<file path="src/rtl/key_event_decoder.sv">
// key_event_decoder: turns debounced active-low key levels into press/release/long/repeat
// pulses plus a serialized valid/ready event stream. Define KEY_REPEAT_EN to enable auto-repeat.
module key_event_decoder #(
  parameter int CLK_FREQ  = 50_000_000,
  parameter int KEY_CNT   = 8,
  parameter int LONG_MS   = 1000,
  parameter int REPEAT_MS = 200,
  localparam int KW = (KEY_CNT > 1) ? $clog2(KEY_CNT) : 1
) (
  input  logic               clk,
  input  logic               rst,
  input  logic [KEY_CNT-1:0] keys,
  output logic [KEY_CNT-1:0] press_pulse,
  output logic [KEY_CNT-1:0] release_pulse,
  output logic [KEY_CNT-1:0] long_pulse,
  output logic [KEY_CNT-1:0] repeat_pulse,
  output logic               evt_valid,
  input  logic               evt_ready,
  output logic [KW-1:0]      evt_key,
  output logic [1:0]         evt_type,
  output logic               evt_overflow
);
  localparam int          DIV       = CLK_FREQ / 1000;
  localparam logic [31:0] TICK_LAST = 32'(DIV - 1);
  localparam logic [12:0] LONG_W    = 13'(LONG_MS);
`ifdef KEY_REPEAT_EN
  localparam logic [12:0] REP_W     = 13'(REPEAT_MS);
`endif

  typedef enum logic [1:0] {S_IDLE, S_HELD, S_LONG} state_t;

  logic [KEY_CNT-1:0] key_q_reg, fall, rise;
  logic [31:0]        presc_reg;
  logic               tick;
  logic [KEY_CNT-1:0] press_next, release_next, long_next;
  logic [KEY_CNT-1:0] press_reg, release_reg, long_reg;
`ifdef KEY_REPEAT_EN
  logic [KEY_CNT-1:0] repeat_next, repeat_reg;
`endif
  logic [KEY_CNT-1:0]      new_vld, slot_valid_reg, eff_valid, take_oh;
  logic [KEY_CNT-1:0][1:0] new_type, slot_type_reg, eff_type;
  logic                    evt_valid_reg, evt_overflow_reg, load, ovf_set;
  logic [KW-1:0]           evt_key_reg, sel;
  logic [1:0]              evt_type_reg;

  assign fall = key_q_reg & ~keys;
  assign rise = ~key_q_reg & keys;
  assign tick = (presc_reg == TICK_LAST);

  always_ff @(posedge clk) begin
    if (rst) begin
      key_q_reg <= '1;
      presc_reg <= '0;
    end else begin
      key_q_reg <= keys;
      presc_reg <= tick ? 32'd0 : presc_reg + 32'd1;
    end
  end

  genvar gi;
  for (gi = 0; gi < KEY_CNT; gi++) begin : g_key
    state_t      state_reg, state_next;
    logic [11:0] cnt_reg, cnt_next;
    logic [12:0] cnt_inc;
    logic        press_n, release_n, long_n;
`ifdef KEY_REPEAT_EN
    logic        repeat_n;
    assign repeat_next[gi] = repeat_n;
`endif
    assign press_next[gi]   = press_n;
    assign release_next[gi] = release_n;
    assign long_next[gi]    = long_n;
    assign cnt_inc          = {1'b0, cnt_reg} + 13'd1;

    always_ff @(posedge clk) begin
      if (rst) begin
        state_reg <= S_IDLE;
        cnt_reg   <= '0;
      end else begin
        state_reg <= state_next;
        cnt_reg   <= cnt_next;
      end
    end

    // Release is checked first so it suppresses a same-cycle long/repeat event.
    always_comb begin
      state_next = state_reg;
      cnt_next   = cnt_reg;
      press_n    = 1'b0;
      release_n  = 1'b0;
      long_n     = 1'b0;
`ifdef KEY_REPEAT_EN
      repeat_n   = 1'b0;
`endif
      case (state_reg)
        S_IDLE: begin
          if (fall[gi]) begin
            press_n    = 1'b1;
            cnt_next   = '0;
            state_next = S_HELD;
          end
        end
        S_HELD: begin
          if (rise[gi]) begin
            release_n  = 1'b1;
            state_next = S_IDLE;
          end else if (tick) begin
            if (cnt_inc == LONG_W) begin
              long_n     = 1'b1;
              cnt_next   = '0;
              state_next = S_LONG;
            end else begin
              cnt_next = cnt_inc[11:0];
            end
          end
        end
        S_LONG: begin
          if (rise[gi]) begin
            release_n  = 1'b1;
            state_next = S_IDLE;
          end
`ifdef KEY_REPEAT_EN
          else if (tick) begin
            if (cnt_inc == REP_W) begin
              repeat_n = 1'b1;
              cnt_next = '0;
            end else begin
              cnt_next = cnt_inc[11:0];
            end
          end
`endif
        end
        default: state_next = S_IDLE;
      endcase
    end

`ifdef KEY_REPEAT_EN
    assign new_type[gi] = {long_reg[gi] | repeat_reg[gi], release_reg[gi] | repeat_reg[gi]};
`else
    assign new_type[gi] = {long_reg[gi], release_reg[gi]};
`endif
    // A freshly fired event is visible to the event register in the same cycle it is queued.
    assign eff_type[gi] = new_vld[gi] ? new_type[gi] : slot_type_reg[gi];
  end

  always_ff @(posedge clk) begin
    if (rst) begin
      press_reg   <= '0;
      release_reg <= '0;
      long_reg    <= '0;
    end else begin
      press_reg   <= press_next;
      release_reg <= release_next;
      long_reg    <= long_next;
    end
  end

`ifdef KEY_REPEAT_EN
  always_ff @(posedge clk) begin
    if (rst) repeat_reg <= '0;
    else     repeat_reg <= repeat_next;
  end
  assign new_vld      = press_reg | release_reg | long_reg | repeat_reg;
  assign repeat_pulse = repeat_reg;
`else
  assign new_vld      = press_reg | release_reg | long_reg;
  assign repeat_pulse = '0;
`endif

  assign eff_valid = slot_valid_reg | new_vld;
  assign load      = !evt_valid_reg || evt_ready;
  assign ovf_set   = |(new_vld & slot_valid_reg & ~take_oh);

  // Lowest-index pending slot wins; iterate downward so the last hit is the lowest.
  always_comb begin
    sel     = '0;
    take_oh = '0;
    for (int i = KEY_CNT - 1; i >= 0; i--) begin
      if (eff_valid[i]) begin
        sel        = KW'(i);
        take_oh    = '0;
        take_oh[i] = load;
      end
    end
  end

  always_ff @(posedge clk) begin
    if (rst) begin
      slot_valid_reg   <= '0;
      slot_type_reg    <= '0;
      evt_valid_reg    <= 1'b0;
      evt_key_reg      <= '0;
      evt_type_reg     <= '0;
      evt_overflow_reg <= 1'b0;
    end else begin
      slot_valid_reg <= eff_valid & ~take_oh;
      slot_type_reg  <= eff_type;
      if (ovf_set) evt_overflow_reg <= 1'b1;
      if (load) begin
        evt_valid_reg <= |eff_valid;
        if (|eff_valid) begin
          evt_key_reg  <= sel;
          evt_type_reg <= eff_type[sel];
        end
      end
    end
  end

  assign press_pulse   = press_reg;
  assign release_pulse = release_reg;
  assign long_pulse    = long_reg;
  assign evt_valid     = evt_valid_reg;
  assign evt_key       = evt_key_reg;
  assign evt_type      = evt_type_reg;
  assign evt_overflow  = evt_overflow_reg;
endmodule

</file>
<file path="config.mk">
export PLATFORM = sky130hd
export DESIGN_NAME = key_event_decoder
export DESIGN_NICKNAME = d
export VERILOG_FILES = /design/src/rtl/key_event_decoder.sv
export SDC_FILE = /design/constraint.sdc
export NUM_CORES = 1
export LEC_CHECK = 0
export ABC_AREA = 1
export CORE_MARGIN = 10
export CORE_UTILIZATION = 40
export CTS_CLUSTER_SIZE = 28
export DETAILED_ROUTE_END_ITERATION = 7
export SLEW_MARGIN = 25
export SYNTH_ARGS = -nofsm -noshare
export SYNTH_HDL_FRONTEND = slang
export SYNTH_SLANG_ARGS = --single-unit
</file>
<file path="constraint.sdc">
create_clock -name clk -period 3.5 [get_ports clk]
set_clock_uncertainty 0.15 [all_clocks]
set_input_delay 0.7 -clock clk [delete_from_list [all_inputs] [get_ports clk]]
set_output_delay 0.7 -clock clk [all_outputs]
set_load 0.01 [all_outputs]
</file>
# Word-level counts from Yosys, hierarchy flattened
# Cells that the tools add are included.
# totals
input_bits,11
regBits,207
word_cells,382
output_inout_bits,39
# classes
magnitude_cmp,1
n_addsub,9
reduce_logical,70
n_mux,138
eq_ne,73
bitwise_logic,36
# ops
operator,n
two-way mux 12 bit,32
case mux 12 bit (2 select lines),8
"adder 12 x 1 -> 13 bit, second input constant",8
"equality test 13 x 10 -> 1 bit, second input constant",8
two-way mux 2 bit,49
two-way mux 8 bit,8
"!= test 2 bit, second input constant",32
AND reduction 4 bit,16
OR reduction 2 bit,25
"!= test 3 bit, second input constant",16
case mux 2 bit (3 select lines),8
bitwise AND 8 bit,5
"adder 32 x 1 -> 32 bit, second input constant",1
"equality test 32 x 16 -> 1 bit, second input constant",1
OR reduction 4 bit,8
NOT 1 bit,25
two-way mux 1 bit,24
two-way mux 3 bit,8
NOT 8 bit,3
OR 8 bit,3
"equality test 2 x 1 -> 1 bit, second input constant",8
"equality test 2 bit, second input constant",8
logical NOT 2 bit,8
nonzero test 2 bit,8
other kinds (6),7

# Depth between registers and ports, before layout
# Gate-level depths: netlist of the first run.
# depth
ltp_word,14
depth_mapped,15

# Worst setup path before layout of the first run
# Ideal clock, no wire load.
# synth_timing
kind,in2reg
from,input port keys[3]
to,register g_key[3].cnt_reg[10]
setup_time_ps,131
required_time_ps,3219
arrival_ps,1796
path_stages,7
slack_ps,1423
path_cell_list,o21ai_0 > o21ai_0 > a21oi_1 > o21ai_0 > buf_2 > nand2_1 > a21oi_2
# synth_via
elab_chain_len,4
word_cells_on_any_way,6
# synth_rtl
element,line_no,source
from (decl),12,"input logic [KEY_CNT-1:0] keys,"
NOT 8 bit,46,assign fall = key_q_reg & ~keys;
bitwise AND 8 bit,46,
!= test 2 bit (no line),n/a,
AND reduction 4 bit (no line) *,n/a,
to (signal assigned),81,cnt_reg <= cnt_next;
to (decl),63,"logic [11:0] cnt_reg, cnt_next;"
# Every way passes the cells marked *; elsewhere a longest branch is shown, timed or not.
# A chain may end at the register's enable or synchronous reset.

# Worst setup path after layout of the first run
# layout_timing
from,register presc_reg[0]
to,register g_key[2].cnt_reg[3]
# layout_via
elab_chain_len,3
# layout_rtl
element,line_no,source
from (decl),33,logic [31:0] presc_reg;
from (signal assigned),56,presc_reg <= tick ? 32'd0 : presc_reg + 32'd1;
equality test 32 x 16 -> 1 bit,48,assign tick = (presc_reg == TICK_LAST);
!= test 2 bit (no line),n/a,
AND reduction 4 bit (no line),n/a,
to (signal assigned),81,
to (decl),63,
# No other way between the ends.

==> summary.md, run 1 <==
| Metric | Value |
|---|---|
| Net switching share of the total power | `a little under two fifths` |
| 1st-pass router iterations | `6` |
| Number of nets in the final layout | `1972` |
| Worst Reg2Reg Path Length in Cells | `12` |
| Fin crit period | `2.64 ns` |
| Kind of launch point of the worst setup path | `register` |
| DRC errors left | `0` |
| Worst hold endpoint | `presc_reg[0]` |
| Number of global-route vias before repair | `10905` |
| Pins Over Slew Limit | `0` |
| Number of maximum-capacitance violations | `0` |
| Final weighted congestion in routability-driven placement | `between 0.8 and 0.9` |
| Average wire per cell in the routed design | `approximately 13 µm` |
| Total global routing overflow | `0` |
| Boundary pin count | `50` |
| Worst path required time | `3.80 ns` |
| Switch Pwr | `3.12 mW` |
| Wire length of the first global-routing pass | `52200 µm` |
| Worst min path class | `reg2reg` |
| Critical Path Sink Type | `register` |
| Dominant cell type by count on the critical path | `sky130_fd_sc_hd__nand2_1` |
| Unrepaired setup endpoints after global routing | `no` |
| Largest vdd supply drop | `395 µV` |
| Largest net degree at the start of global routing | `77` |
| Worst Path Arrival | `2.94 ns` |
| Post-cts resize count | `0` |
| Clock network power share | `30.4%` |
| Most used cells in the layout excluding fill and tap cells | `sky130_fd_sc_hd__nand2_1 (486), sky130_fd_sc_hd__inv_1 (254), sky130_fd_sc_hd__dfxtp_1 (207), sky130_fd_sc_hd__nor2_1 (203), sky130_fd_sc_hd__nand3_1 (162)` |
| Crit share post-route | `75.5%` |
| Area of the die | `0.0387 mm²` |
| Placed Cells | `2289` |
| Worst-Skew Late Latency | `0.52 ns` |
| Final Non-Filler Cells | `2329` |
| Overall global routing resource usage | `15.7%` |
| TritonCTS buffer count | `25` |
| Ratio of routed vias to standard cells | `approximately 5` |
| Slew Limit Headroom | `50.6%` |
| Peak clock frequency supported by timing | `~380 MHz` |
| Area of the multi-input gates | `roughly 0.007 mm²` |
| Fraction of final layout cells sized beyond drive strength 1 | `roughly 7.4%` |
| Worst reg2reg setup slack | `0.86 ns` |
| Antenna violations before repair | `0` |
| Crit path largest cell delay | `0.37 ns` |
| Status | `complete, no violations` |
| Start point of the worst hold path | `presc_reg[0]` |
| Rows | `64` |
| Number of hold violations in the final report | `0` |
| Final setup violating endpoints | `0` |
| Number of flip-flops under the largest register name | `96` |
| End-of-flow core utilization | `between 40% and 50%` |
| Count of flip-flops with a built-in enable after synthesis | `0` |
| Vias | `approximately 12000` |
| Proportion of synthesized chip area in sequential cells | `33.1%` |
| Setup tns final | `0 ns` |
| Number of warning messages in the yosys log | `0` |
| WL final | `about 31000 µm` |
| Syn_area_per_cell | `6.59 µm²` |
| Antenna Cells | `0` |
| Hold Slack | `0.297 ns` |
| Ys flop type | `sky130_fd_sc_hd__dfxtp_1` |
| Bufs and invs on worst path | `2` |
| Combinational group share of total power | `32.8%` |
| Sum of net half-perimeters after detailed placement | `22300 µm` |
| Critical-path maximum fanout | `12` |
| Category of the most critical setup path | `reg2reg` |
| Mapped Cells | `1897` |
| Post-route antenna net violation count | `0` |
| Effective utilization at floorplan | `between 40% and 50%` |
| Synthesis-stage register bit count | `~210` |
| CP delay by family, top | `simple AND/OR/NAND/NOR gates` |
| Proportion of power drawn by flip-flops and latches | `between 30% and 40%` |
| CTS tree | `done` |
| P&R area growth vs syn | `11.4%` |
| Static leakage | `slightly below 6 nW` |
| CTS clk-pin slew, worst paths | `around 0.060 ns` |
| Worst Hold Depth | `1` |
| Pwr Density | `590 mW/mm²` |
| Setup repair bufs after CTS | `0` |
| Most common cell after layout, fill and taps aside | `sky130_fd_sc_hd__nand2_1` |
| Height of the die | `197 µm` |
| CTS sink cnt | `just over 200` |
| Async set or reset register ratio after synthesis | `0%` |
| R2r startpoint | `presc_reg[0]` |
| CORE AREA | `0.0307 mm²` |
| Iteration-0 DRC Markers | `774` |
| Longest Clk Path Bufs | `3` |
| Distinct cells, synth | `55` |
| Slowest cell on the critical path | `sky130_fd_sc_hd__inv_1` |
| Count of buffers inserted at the top-level ports | `about 40` |
| Sequential standard cell area | `0.00414 mm²` |
| Internal | `5.10 mW` |
| Hold Buf Count CTS | `0` |
| CTS root buf | `sky130_fd_sc_hd__clkbuf_16` |
| Post-Synthesis Cell Area | `0.0125 mm²` |
| Width of the die | `197 µm` |
| Critical R2R Capture | `g_key[2].cnt_reg[3]` |
| CP Cell Sequence | `ha_1 > nand2_1 > inv_2 > nand2_2 > nor2_4 > nand2_1 > nor2_8 > o21ai_2 > inv_1 > nand3_2 > nor2_1 > o21a_1` |
| Power Total | `8.22 mW` |
| Total of fill cells in the finished design | `roughly 3200` |
| Measured slew at the worst slew-check pin | `roughly 0.74 ns` |
| H-tree Lvls | `1` |
-- power groups by stage --
| stage | logic [mW] | registers [mW] | clock network, mW |
|---|---|---|---|
| after global placement | 2.64 | 3.06 | 0 |
| after detailed placement | 2.68 | 3.07 | 0 |
| after CTS | 2.70 | 3.02 | 2.58 |
| after floorplan | 2.16 | 2.99 | 0 |
| after global routing | 3.11 | 3.08 | 2.69 |
| final | 2.69 | 3.02 | 2.50 |
-- cells by family (layout without fill, tap and decap cells) --
| family | count (synthesis) | count (layout) | share of synthesized area, % |
|---|---|---|---|
| adders and majority gates | 41 | 41 | 4.10 |
| AOI/OAI and AO/OA | 220 | 220 | 9.61 |
| other | 1 | 8 | 0.0300 |
| DFF | 207 | 207 | 33.1 |
| xor gates and xnor gates | 45 | 45 | 3.21 |
| buffers and inverters | 325 | 354 | 10.8 |
| and+or+nand+nor | 1058 | 1058 | 39.1 |
-- synthesized netlist by cell type, types with 16 or more instances --
master / instances / area [µm²]
sky130_fd_sc_hd__nand4_1: 67 / 419
sky130_fd_sc_hd__nand2_1: 486 / 1820
sky130_fd_sc_hd__o21ai_0: 58 / 290
sky130_fd_sc_hd__ha_1: 41 / 513
sky130_fd_sc_hd__clkbuf_1: 23 / 86.3
sky130_fd_sc_hd__inv_1: 255 / 957
sky130_fd_sc_hd__a21oi_1: 127 / 636
sky130_fd_sc_hd__nor3_1: 36 / 180
sky130_fd_sc_hd__nand3b_1: 16 / 120
sky130_fd_sc_hd__nand3_1: 162 / 811
sky130_fd_sc_hd__dfxtp_1: 207 / 4140
sky130_fd_sc_hd__nor2_1: 203 / 762
sky130_fd_sc_hd__xor2_1: 36 / 315
sky130_fd_sc_hd__nand2_2: 16 / 100
sky130_fd_sc_hd__nor2_2: 16 / 100
-- cell type report --
cell class | count | share of cell area, %
clock buffer | 34 | 5.02
clock inverter | 6 | 0.593
inverter | 268 | 7.29
multi-input combinational | 1372 | 50.5
sequential | 207 | 29.8
tap | 396 | 3.56
timing repair buffer | 46 | 3.29
-- per-stage QoR --
step / setup WS, ns / area [µm²]
6_report: 0.858 / 13900
5_1_grt: 0.547 / 13900
4_1_cts: 0.811 / 13900
3_5_place_dp: 0.628 / 13100
3_3_place_gp: 0.649 / 13100
2_1_floorplan: 1.42 / 12500
-- metal layers --
layer	vias to the layer above	track usage (%)	wire length, µm
met5	-	0	0
met3	38	2.71	1640
li1	6135	-	-
met1	5338	20.7	14700
met4	0	3.56	454
met2	201	26.0	14000
-- how the worst max path moves through the flow --
stage            startpoint                   end  depth (start not counted)
6_report       presc_reg[0]   g_key[2].cnt_reg[3]                         12
5_1_grt        presc_reg[0]          presc_reg[2]                         10
4_1_cts        presc_reg[0]          presc_reg[2]                         10
3_5_place_dp        keys[2]   g_key[2].cnt_reg[9]                         11
3_3_place_gp        keys[7]   g_key[7].cnt_reg[9]                         11
2_1_floorplan       keys[3]  g_key[3].cnt_reg[10]                          7
Power figures use the tool's default switching activity.
==> run 2, diff against run 1 <==
- clock period: 3.5 -> 2.4 ns (I/O delays scaled with it)
==> run 2 against run 1 <==
Net effect: sequential power increased by 46%; clock power increased by 57%; design area increased by 4.0%; cell count increased by 2.4%; routed wire length increased by 0.83%; global-route usage increased by 0.074 points; critical path type is now reg2out.
==> summary.md, run 2 (same netlist as run 1, synthesis figures left out) <==
| Metric | Value |
|---|---|
| Worst Reg2Reg Path Length in Cells | `12` |
| H-tree Lvls | `1` |
| Pwr Density | `866 mW/mm²` |
| Most used cells in the layout excluding fill and tap cells | `sky130_fd_sc_hd__nand2_1 (484), sky130_fd_sc_hd__inv_1 (254), sky130_fd_sc_hd__dfxtp_1 (204), sky130_fd_sc_hd__nor2_1 (200), sky130_fd_sc_hd__nand3_1 (161)` |
| Power Total | `12.5 mW` |
| Number of global-route vias before repair | `11022` |
| Hold Buf Count CTS | `0` |
| Overall global routing resource usage | `15.7%` |
| Worst-Skew Late Latency | `0.52 ns` |
| R2r startpoint | `g_key[3].cnt_reg[0]` |
| Switch Pwr | `4.70 mW` |
| Proportion of power drawn by flip-flops and latches | `35.1%` |
| Critical-path maximum fanout | `3` |
| WL final | `31100 µm` |
| TritonCTS buffer count | `25` |
| Wire length of the first global-routing pass | `52400 µm` |
| Net switching share of the total power | `37.5%` |
| Area of the die | `approximately 0.039 mm²` |
| Internal | `7.85 mW` |
| Post-route antenna net violation count | `0` |
| Longest Clk Path Bufs | `3` |
| Average wire per cell in the routed design | `about 13 µm` |
| Fin crit period | `~2.2 ns` |
| Antenna Cells | `0` |
| Crit share post-route | `between 90 and 100%` |
| Combinational group share of total power | `33.6%` |
| Worst Hold Depth | `4` |
| CTS root buf | `sky130_fd_sc_hd__clkbuf_16` |
| Boundary pin count | `50` |
| Fraction of final layout cells sized beyond drive strength 1 | `10.9%` |
| Worst reg2reg setup slack | `~0.18 ns` |
| Crit path largest cell delay | `about 0.60 ns` |
| Kind of launch point of the worst setup path | `register` |
| CP Cell Sequence | `clkdlybuf4s50_1` |
| Final setup violating endpoints | `0` |
| CTS tree | `done` |
| Rows | `between 60 and 70` |
| Count of buffers inserted at the top-level ports | `41` |
| Sum of net half-perimeters after detailed placement | `roughly 22000 µm` |
| Peak clock frequency supported by timing | `448 MHz` |
| CP delay by family, top | `buffers and inverters` |
| Status | `complete, no violations` |
| 1st-pass router iterations | `5` |
| CTS sink cnt | `207` |
| CORE AREA | `0.0307 mm²` |
| Number of hold violations in the final report | `0` |
| Largest net degree at the start of global routing | `88` |
| Antenna violations before repair | `0` |
| P&R area growth vs syn | `15.9%` |
| Hold Slack | `0.176 ns` |
| Critical Path Sink Type | `output port` |
| Slowest cell on the critical path | `sky130_fd_sc_hd__clkdlybuf4s50_1` |
| Worst min path class | `in2reg` |
| CTS clk-pin slew, worst paths | `around 0.060 ns` |
| Height of the die | `197 µm` |
| Largest vdd supply drop | `545 µV` |
| Total of fill cells in the finished design | `between 3000 and 4000` |
| Most common cell after layout, fill and taps aside | `sky130_fd_sc_hd__nand2_1` |
| Instance area at placement | `0.0135 mm²` |
| Worst Path Arrival | `1.60 ns` |
| Category of the most critical setup path | `reg2out` |
| Vias | `roughly 12000` |
| Worst hold endpoint | `presc_reg[27]` |
| Design area | `0.0145 mm²` |
| Clock network power share | `31.3%` |
| Critical R2R Capture | `g_key[3].cnt_reg[3]` |
| Effective utilization at floorplan | `40.7%` |
| Static leakage | `6.10 nW` |
| DRC errors left | `0` |
| Total global routing overflow | `0` |
| Number of nets in the final layout | `around 2000` |
| Start point of the worst hold path | `rst` |
| Iteration-0 DRC Markers | `684` |
| Bufs and invs on worst path | `1` |
| Ratio of routed vias to standard cells | `4.98` |
| Final weighted congestion in routability-driven placement | `~0.90` |
| Pins Over Slew Limit | `0` |
| Number of flip-flops under the largest register name | `96` |
| Worst path required time | `1.77 ns` |
| Width of the die | `just under 200 µm` |
| Number of maximum-capacitance violations | `0` |
run 2: cell count changes in the layout (fill, tap and decap cells not counted), moves of 3 or more:
cell | before | now
sky130_fd_sc_hd__buf_12 | 1 | 5
sky130_fd_sc_hd__buf_4 | 5 | 52
sky130_fd_sc_hd__clkinv_2 | 6 | 11
sky130_fd_sc_hd__dfxtp_1 | 207 | 204
sky130_fd_sc_hd__dfxtp_2 | 0 | 3
sky130_fd_sc_hd__ha_1 | 41 | 36
sky130_fd_sc_hd__ha_2 | 0 | 5
sky130_fd_sc_hd__nor2_1 | 203 | 200
run 2: area by class of cell:
cell class | instances | area, µm² | area share (%)
repair buffers | 97 | 891 | 6.15
multi-input cells | 1372 | 7080 | 48.9
flip-flops and latches | 207 | 4150 | 28.6
clock buffers | 30 | 664 | 4.59
well taps | 396 | 495 | 3.42
clock inverters | 16 | 196 | 1.36
inverters | 268 | 1010 | 7.00
run 2: what timing repair did:
| action | 4_1_cts | 5_1_grt |
|---|---|---|
| buffers inserted | 0 | 9 |
| setup endpoints to repair | 0 | 59 |
| gates resized for setup | 0 | 17 |
run 2: metrics by stage:
step	instances	utilization [%]	worst slack (ns)	TNS, ns
after global routing	2386	47.1	-0.00430	-0.00493
after detailed placement	2331	43.8	0.0900	0
after CTS	2377	46.6	0.0613	0
after floorplan	1904	-	0.364	0
final	2386	47.1	0.166	0
after global placement	2331	43.8	0.0995	0
run 2: per-layer routing:
metal | vias to the layer above | part of all wire [%] | GRT usage (%)
met2 | 170 | 47 | 26.8
met1 | 5439 | 48 | 20.5
met3 | 36 | 3.9 | 2.35
met5 | - | 0 | 0
met4 | 0 | 1.6 | 3.39
li1 | 6238 | - | -
run 2: worst max-delay path by stage:
stage / startpoint / to / slack (ns) / cells past startpoint
global route: g_key[5].cnt_reg[1] / g_key[5].state_reg[1] / -0.004 / 12
CTS: presc_reg[0] / g_key[3].cnt_reg[0] / 0.06 / 11
detailed placement: keys[4] / g_key[4].cnt_reg[2] / 0.09 / 10
global placement: keys[1] / g_key[1].state_reg[0] / 0.1 / 12
finish: long_pulse[4] / long_pulse[4] / 0.17 / 1
floorplan: g_key[3].cnt_reg[0] / g_key[3].cnt_reg[3] / 0.36 / 12
run 2: power by group through the flow:
stage          Combinational (mW)  Sequential (mW)  Clock, mW
6_report                     4.22             4.40       3.93
2_1_floorplan                3.14             4.36          0
5_1_grt                      4.85             4.48       4.19
3_5_place_dp                 4.18             4.45          0
3_3_place_gp                 4.13             4.46          0
4_1_cts                      4.20             4.39       4.04
==> run 3, diff against run 2 <==
- clock period: 2.4 -> 1.8 ns (I/O delays scaled with it)
==> run 3 against run 2 <==
Net effect: clock-buffer cell count increased by 9; critical path type is now reg2reg; the flow now finishes with violations (negative setup slack); via count grew 17%; clock power is 35% higher; design area grew 36%; utilization rose by 17 points; first-iteration DRC count rose by 9.4%; worst setup slack got worse by 0.48 ns; global-route usage is 3.1 points higher; power grew 65%.
==> summary.md, run 3 (same netlist as run 1, synthesis figures left out) <==
| Metric | Value |
|---|---|
| Status | `complete, but fails checks` |
| Failing checks | `negative setup slack` |
| CTS tree | `done` |
| Placed Cells | `2646` |
| Combinational group share of total power | `46.2%` |
| CTS sink cnt | `207` |
| Switch Pwr | `8.14 mW` |
| End-of-flow core utilization | `between 60% and 70%` |
| Count of buffers inserted at the top-level ports | `slightly above 40` |
| Antenna violations before repair | `0` |
| Category of the most critical setup path | `reg2reg` |
| Vias | `13848` |
| Net switching share of the total power | `39.2%` |
| TritonCTS buffer count | `26` |
| Rows | `64` |
| Fin crit period | `about 2.1 ns` |
| Boundary pin count | `50` |
| Average wire per cell in the routed design | `14.0 µm` |
| Most common cell after layout, fill and taps aside | `sky130_fd_sc_hd__nand2_1` |
| Dominant cell type by count on the critical path | `sky130_fd_sc_hd__nand2_4` |
| Width of the die | `just under 200 µm` |
| Internal | `12.6 mW` |
| Pwr Density | `1060 mW/mm²` |
| Largest vdd supply drop | `between 700 and 800 µV` |
| Number of hold violations in the final report | `0` |
| Clock network power share | `25.5%` |
| Slowest cell on the critical path | `sky130_fd_sc_hd__dfxtp_2` |
| Total global routing overflow | `0` |
| Proportion of power drawn by flip-flops and latches | `28.3%` |
| Hold Slack | `0.0671 ns` |
| Critical Path Sink Type | `register` |
| Crit path largest cell delay | `between 0.3 and 0.4 ns` |
| Number of nets in the final layout | `2411` |
| Worst min path class | `in2reg` |
| Instance area at placement | `~0.016 mm²` |
| Final setup violating endpoints | `153` |
| Final worst-path setup slack | `-0.319 ns` |
| Critical-path maximum fanout | `5` |
| CTS clk-pin slew, worst paths | `0.06 ns` |
| Total of fill cells in the finished design | `2587` |
| Ratio of routed vias to standard cells | `4.99` |
| Power Total | `20.8 mW` |
| CORE AREA | `about 0.031 mm²` |
| Final Non-Filler Cells | `2775` |
| Number of flip-flops under the largest register name | `96` |
| Peak clock frequency supported by timing | `472 MHz` |
| Area of the die | `a little under 0.04 mm²` |
| CTS root buf | `sky130_fd_sc_hd__clkbuf_16` |
| Pins Over Slew Limit | `0` |
| Number of maximum-capacitance violations | `0` |
| Unrepaired setup endpoints after global routing | `yes` |
| Most used cells in the layout excluding fill and tap cells | `sky130_fd_sc_hd__nand2_1 (387), sky130_fd_sc_hd__buf_4 (372), sky130_fd_sc_hd__inv_1 (226), sky130_fd_sc_hd__dfxtp_1 (144), sky130_fd_sc_hd__nor2_1 (138)` |
| Sum of net half-perimeters after detailed placement | `25800 µm` |
| Design area | `0.0196 mm²` |
| Number of global-route vias before repair | `13304` |
| Post-route antenna net violation count | `0` |
| Antenna Cells | `0` |
| DRC errors left | `0` |
| Effective utilization at floorplan | `40.7%` |
| Worst Path Arrival | `~2.4 ns` |
| Overall global routing resource usage | `18.8%` |
| Wire length of the first global-routing pass | `62600 µm` |
| H-tree Lvls | `1` |
| Crit share post-route | `118%` |
| Kind of launch point of the worst setup path | `register` |
| WL final | `approximately 39000 µm` |
| Largest net degree at the start of global routing | `45` |
| CP Cell Sequence | `ha_4 > nand2_2 > inv_2 > nand2_4 > nor2_4 > nand3_4 > nor2_8 > nand2_4 > nand2_4 > nand2_8 > buf_12 > clkinv_8 > o21ai_2 > o211a_1` |
| Final weighted congestion in routability-driven placement | `approximately 0.9` |
| Static leakage | `8.70 nW` |
| Longest Clk Path Bufs | `3` |
| Iteration-0 DRC Markers | `748` |
| Worst path required time | `2.08 ns` |
| P&R area growth vs syn | `57.1%` |
| Fraction of final layout cells sized beyond drive strength 1 | `43.1%` |
| 1st-pass router iterations | `5` |
| Worst-Skew Late Latency | `0.53 ns` |
| Height of the die | `197 µm` |
run 3: area by class of cell:
class	instances	area, µm²	area share, %
well taps	396	495	2.52
clock inverters	9	95.1	0.484
inverters	268	1050	5.37
repair inverters	8	85.1	0.433
multi-input cells	1374	8920	45.4
flip-flops and latches	207	4280	21.8
repair buffers	474	3950	20.1
clock buffers	39	771	3.92
run 3: what timing repair did:
item                                   CTS  global route
gates cloned                            14             2
buffers inserted                        39            36
setup endpoints to repair              194           176
hold buffers                             0             0
pin swaps                              109           136
resized for setup                      377           309
endpoints found under the hold margin    0             0
run 3: routing by layer:
layer	share of wire [%]	track usage, %
met2	49	32.9
met3	3.8	2.32
met1	45	24.0
met5	0	0
met4	2.1	4.70
run 3: power groups by stage:
| stage | Sequential (mW) | Combinational (mW) | Clock [mW] |
|---|---|---|---|
| 6_report | 5.88 | 9.59 | 5.29 |
| 5_1_grt | 5.97 | 10.5 | 5.56 |
| 4_1_cts | 5.81 | 8.25 | 5.40 |
| 3_5_place_dp | 5.86 | 6.93 | 0 |
| 3_3_place_gp | 5.85 | 6.84 | 0 |
| 2_1_floorplan | 5.85 | 4.25 | 0 |
run 3: critical path, delay by kind of cell (launching register included):
| kind | cells | cell delay, ns |
|---|---|---|
| AO/OA/AOI/OAI | 2 | 0.15 |
| adder cells (fa/ha/maj) | 1 | 0.14 |
| buffers and inverters | 3 | 0.26 |
| flip-flops | 1 | 0.35 |
| AND/OR/NAND/NOR | 8 | 0.95 |
run 3: final timing paths:
| check | start | end | slack (ns) | cells past startpoint |
|---|---|---|---|---|
| max | presc_reg[0] | g_key[5].cnt_reg[2] | -0.32 | 14 |
| min | rst | g_key[3].cnt_reg[4] | 0.07 | 2 |
| max reg2reg | presc_reg[0] | g_key[5].cnt_reg[2] | -0.32 | 14 |
| min reg2reg | key_q_reg[5] | press_pulse[5] | 0.30 | 2 |
run 3: metrics by stage:
step / setup WS, ns / setup TNS [ns]
after detailed placement: -0.325 / -33.01
after floorplan: -0.0636 / -0.819
after CTS: -0.220 / -19.60
after global routing: -0.407 / -43.65
final: -0.319 / -28.51
after global placement: -0.310 / -27.80
